==> src/rtl/pipe_stage_reg.sv <==
// pipe_stage_reg: valid/ready pipeline register with optional skid entry, flush and stall counter.
module pipe_stage_reg #(
   parameter int DATA_W = 64,
   parameter int CTRL_W = 4,
   parameter int SKID   = 1,
   parameter int CNT_W  = 16
) (
   input  logic              clk,
   input  logic              rst,
   input  logic              flush,
   input  logic              in_valid,
   output logic              in_ready,
   input  logic [CTRL_W-1:0] in_ctrl,
   input  logic [DATA_W-1:0] in_data,
   output logic              out_valid,
   input  logic              out_ready,
   output logic [CTRL_W-1:0] out_ctrl,
   output logic [DATA_W-1:0] out_data,
   output logic [CNT_W-1:0]  stall_cnt
);
   typedef enum logic [1:0] {ST_EMPTY, ST_FULL, ST_SKID} state_t;
   localparam int W = CTRL_W + DATA_W;
   state_t         state_q;
   logic [W-1:0]   main_q, skid_q;
   logic [CNT_W-1:0] cnt_q;
   logic           accept, rel;
   assign out_valid = state_q != ST_EMPTY;
   // With the skid entry, in_ready comes straight from state so out_ready never reaches it
   assign in_ready  = (SKID != 0) ? (state_q != ST_SKID) : (~out_valid | out_ready);
   assign accept    = in_valid & in_ready;
   assign rel       = out_valid & out_ready;
   assign {out_ctrl, out_data} = main_q;
   assign stall_cnt = cnt_q;
   always_ff @(posedge clk) begin
      if (rst) begin
         state_q <= ST_EMPTY;
         main_q  <= '0;
         skid_q  <= '0;
         cnt_q   <= '0;
      end else begin
         if (out_valid && !out_ready && !(&cnt_q)) cnt_q <= cnt_q + 1'b1;
         if (flush) begin
            state_q <= ST_EMPTY;
            main_q  <= '0;
            skid_q  <= '0;
         end else begin
            case (state_q)
               ST_EMPTY: if (accept) begin
                  state_q <= ST_FULL;
                  main_q  <= {in_ctrl, in_data};
               end
               ST_FULL: if (accept && rel) begin
                  main_q <= {in_ctrl, in_data};
               end else if (accept && SKID != 0) begin
                  state_q <= ST_SKID;
                  skid_q  <= {in_ctrl, in_data};
               end else if (rel) begin
                  state_q <= ST_EMPTY;
                  main_q  <= '0;
               end
               ST_SKID: if (rel) begin
                  state_q <= ST_FULL;
                  main_q  <= skid_q;
                  skid_q  <= '0;
               end
               default: begin
                  state_q <= ST_EMPTY;
                  main_q  <= '0;
                  skid_q  <= '0;
               end
            endcase
         end
      end
   end
endmodule

==> config.mk <==
export PLATFORM = sky130hd
export DESIGN_NAME = pipe_stage_reg
export DESIGN_NICKNAME = d
export VERILOG_FILES = /design/src/rtl/pipe_stage_reg.sv
export SDC_FILE = /design/constraint.sdc
export NUM_CORES = 1
export LEC_CHECK = 0
export ABC_AREA = 1
export ABC_CLOCK_PERIOD_IN_PS = 4100
export CORE_MARGIN = 5
export CORE_UTILIZATION = 54
export DETAILED_ROUTE_END_ITERATION = 10
export PLACE_DENSITY = 0.95
export SYNTH_ARGS = -nofsm -noshare
export SYNTH_HDL_FRONTEND = slang
export SYNTH_SLANG_ARGS = --single-unit
==> constraint.sdc <==
create_clock -name clk -period 4.1 [get_ports clk]
set_input_delay 0.82 -clock clk [delete_from_list [all_inputs] [get_ports clk]]
set_output_delay 0.82 -clock clk [all_outputs]
set_load 0.02 [all_outputs]
==> results.py <==
metrics = {
    "outcome": {
        "status": "complete, no violations",
    },
    "sta": {
        "finalSetupTns_ps": 0,
        "layout_setup_ws_ps": 856,
        "hold_viol_final": 0,
        "finalWorstPathRequiredPeriod_ps": 3240,
        "tightest_slew_ps": 1020,
        "max_freq_mhz": 308,
        "slew_headroom_pct": 32.0,
        "setup_viol": 0,
        "holdWs_ps": 457,
        "fin_crit_sh_pct": 79.1,
        "final.setup_skew_ps": 9.61,
        "rsz0062_at_grt": "no",
        "slew_viol_final": 0,
    },
    "placed_design": {
        "gp_congestion": 0.829,
        "dpl.hpwl_mm": 12.6,
        "place_area_mm2": 0.00856,
        "preCtsSetupSlack_ps": 1020,
        "placedCellCount": 1302,
        "io_buffers": 158,
    },
    "finish": {
        "antennaDiodeCount": 0,
        "drive_gt1_share_pct": 5.00,
        "final_cells": 1333,
        "final_cell_area_mm2": 0.00912,
        "final_nets": 1223,
        "area_growth_pct": 31.1,
        "most-common-layout-cells": "nand2_1, clkdlybuf4s50_1, dfxtp_1",
        "final_common_cell": "nand2_1",
        "final_core_util_pct": 72.3,
    },
    "power": {
        "power.internal_mw": 2.59,
        "swShare_pct": 24.2,
        "p_leak_nw": 3.48,
        "seq_power_share_pct": 45.3,
        "p_comb_share_pct": 11.6,
        "p_sw_mw": 0.828,
        "ir_drop_mv": 0.211,
        "total_power_mw": 3.42,
        "power.share.clock_pct": 43.1,
        "power_density_mw_per_mm2": 375,
    },
    "clock_tree": {
        "htree_levels": 4,
        "clockBufferDepth": 2,
        "cts_root_buf": "clkbuf_16",
        "postCtsSetupRepairBufs": 0,
        "cts_tree": "done",
        "cts_hold_buf": 0,
        "cts_resized": 0,
        "numCtsBuffers": 17,
        "cts.clk_slew.worst_paths_ps": 50,
        "insertion_delay_ps": 420,
        "cts.sinks": 154,
    },
    "synth": {
        "netlist.area_leader.share_pct": 44.3,
        "netlist_area_mm2": 0.00695,
        "post_synth_num_cell_types": 27,
        "syn_nets": 1100,
        "synth-seq-area-share_pct": 44.3,
        "synth_top_area_cell": "dfxtp_1",
        "synth_area_per_cell_um2": 6.78,
        "synth_seq_cells": 154,
        "synthCells": 1026,
        "ys.warnings.count": 0,
        "synthTopCellsByArea": "dfxtp_1, nand2_1, a21oi_1, nor2_1, nand3_1",
    },
    "min_path": {
        "holdPathEnd": "main_q[60]",
        "hold_depth": 2,
        "hold_start": "main_q[60]",
        "hold_class": "register to register",
    },
    "routing": {
        "drc": 0,
        "dr.pass1.iters": 5,
        "first_iter_violations": 675,
        "routed_wl_mm": 20.0,
        "vias_per_cell": 5.51,
        "vias": 7341,
        "drt.antenna.violating_nets": 0,
        "routedWlPerCell_um": 15.0,
    },
    "critical_path": {
        "crit_fanout": 37,
        "r2r-start": "state_q[1]",
        "crit_path_end_kind": "primary output",
        "crit_required_ps": 3280,
        "cp_data_arrival_time_ps": 2420,
        "r2r_setup_slack_ps": 1190,
        "crit_type": "register to primary output",
        "timing.rr.end": "main_q[60]",
        "critPathLaunchType": "register",
        "rr_worst_depth": 7,
    },
    "floorplanning": {
        "die_y_um": 123,
        "ioPinCount": 159,
        "die_area_mm2": 0.0152,
        "num_rows": 41,
        "design.core.area_mm2": 0.0126,
        "die_width_um": 123,
        "initial_core_util_pct": 55.1,
    },
    "global_route": {
        "grt_util_all_layers_pct": 26.6,
        "grt_start_max_net_pins": 69,
        "overflow": 0,
        "grt_pass1_vias": 7091,
        "grt_pass1_wl_mm": 32.7,
        "antenna_found_initial": 0,
    },
    "run": {
        "drv_cap": 0,
    },
}
==> synth_stat cells <==
library cell	count
nor3b_1	1
nor2_4	3
a21oi_1	135
nand2_1	321
ha_1	1
o22ai_1	15
clkinv_1	3
xnor2_1	3
o21ai_0	53
inv_1	60
buf_6	3
buf_4	6
nor3_1	1
dfxtp_1	154
nor2_2	1
xor2_1	3
o211ai_1	18
nand2_2	4
nand4_1	6
inv_2	6
clkbuf_1	32
nor2_1	107
o21ai_1	1
a211oi_1	1
buf_2	26
nand3_1	61
nor4b_1	1
==> cell type report <==
type                    instances  area (um2)
fillers                       972        3500
multi-input cells             736        3300
flip-flops and latches        154        3080
repair buffers                171        1700
clock buffers                  23         488
inverters                      69         259
well taps                     172         215
clock inverters                 8        68.8
==> kinds of logic after synthesis <==
logic type / Yosys count / share of synthesized area [%]
compound gates: 223 / 17.0
xor+xnor: 6 / 0.756
fa+ha+maj: 1 / 0.180
buf+inv: 136 / 8.46
flops: 154 / 44.3
simple gates: 506 / 29.3
==> layer usage <==
| metal | share of wire [%] | global-route usage, % | up-vias |
|---|---|---|---|
| met4 | 2.7 | 12.8 | 0 |
| met5 | 0 | 0 | - |
| met3 | 7.6 | 5.44 | 51 |
| li1 | - | - | 3557 |
| met2 | 48 | 45.4 | 343 |
| met1 | 42 | 32.1 | 3390 |
==> flip-flops by register name, indices dropped and copies added (netlist names) <==
signal / count
main_q: 68
skid_q: 68
stall_cnt: 16
state_q: 2
==> critical path: stages (launching register included) <==
cell             delay [ps]
dfxtp_1                 410
inv_2                   600
nor2_4                   40
inv_2                   260
clkdlybuf4s50_1         680
==> power groups by stage <==
stage	Clock [mW]	Combinational [mW]	Sequential [mW]
after detailed placement	0	0.392	1.58
after floorplan	0	0.190	1.61
after CTS	1.49	0.396	1.55
after global routing	1.55	0.432	1.55
after global placement	0	0.384	1.58
final	1.47	0.397	1.55
==> worst max-delay path by stage <==
stage	cells past startpoint	startpoint	to
after global routing	4	state_q[1]	in_ready
final	4	state_q[1]	in_ready
after global placement	6	in_valid	skid_q[48]
after CTS	4	state_q[1]	in_ready
after floorplan	4	state_q[0]	out_valid
after detailed placement	6	in_valid	skid_q[34]
No activity file was read; power rests on OpenSTA's default activity.
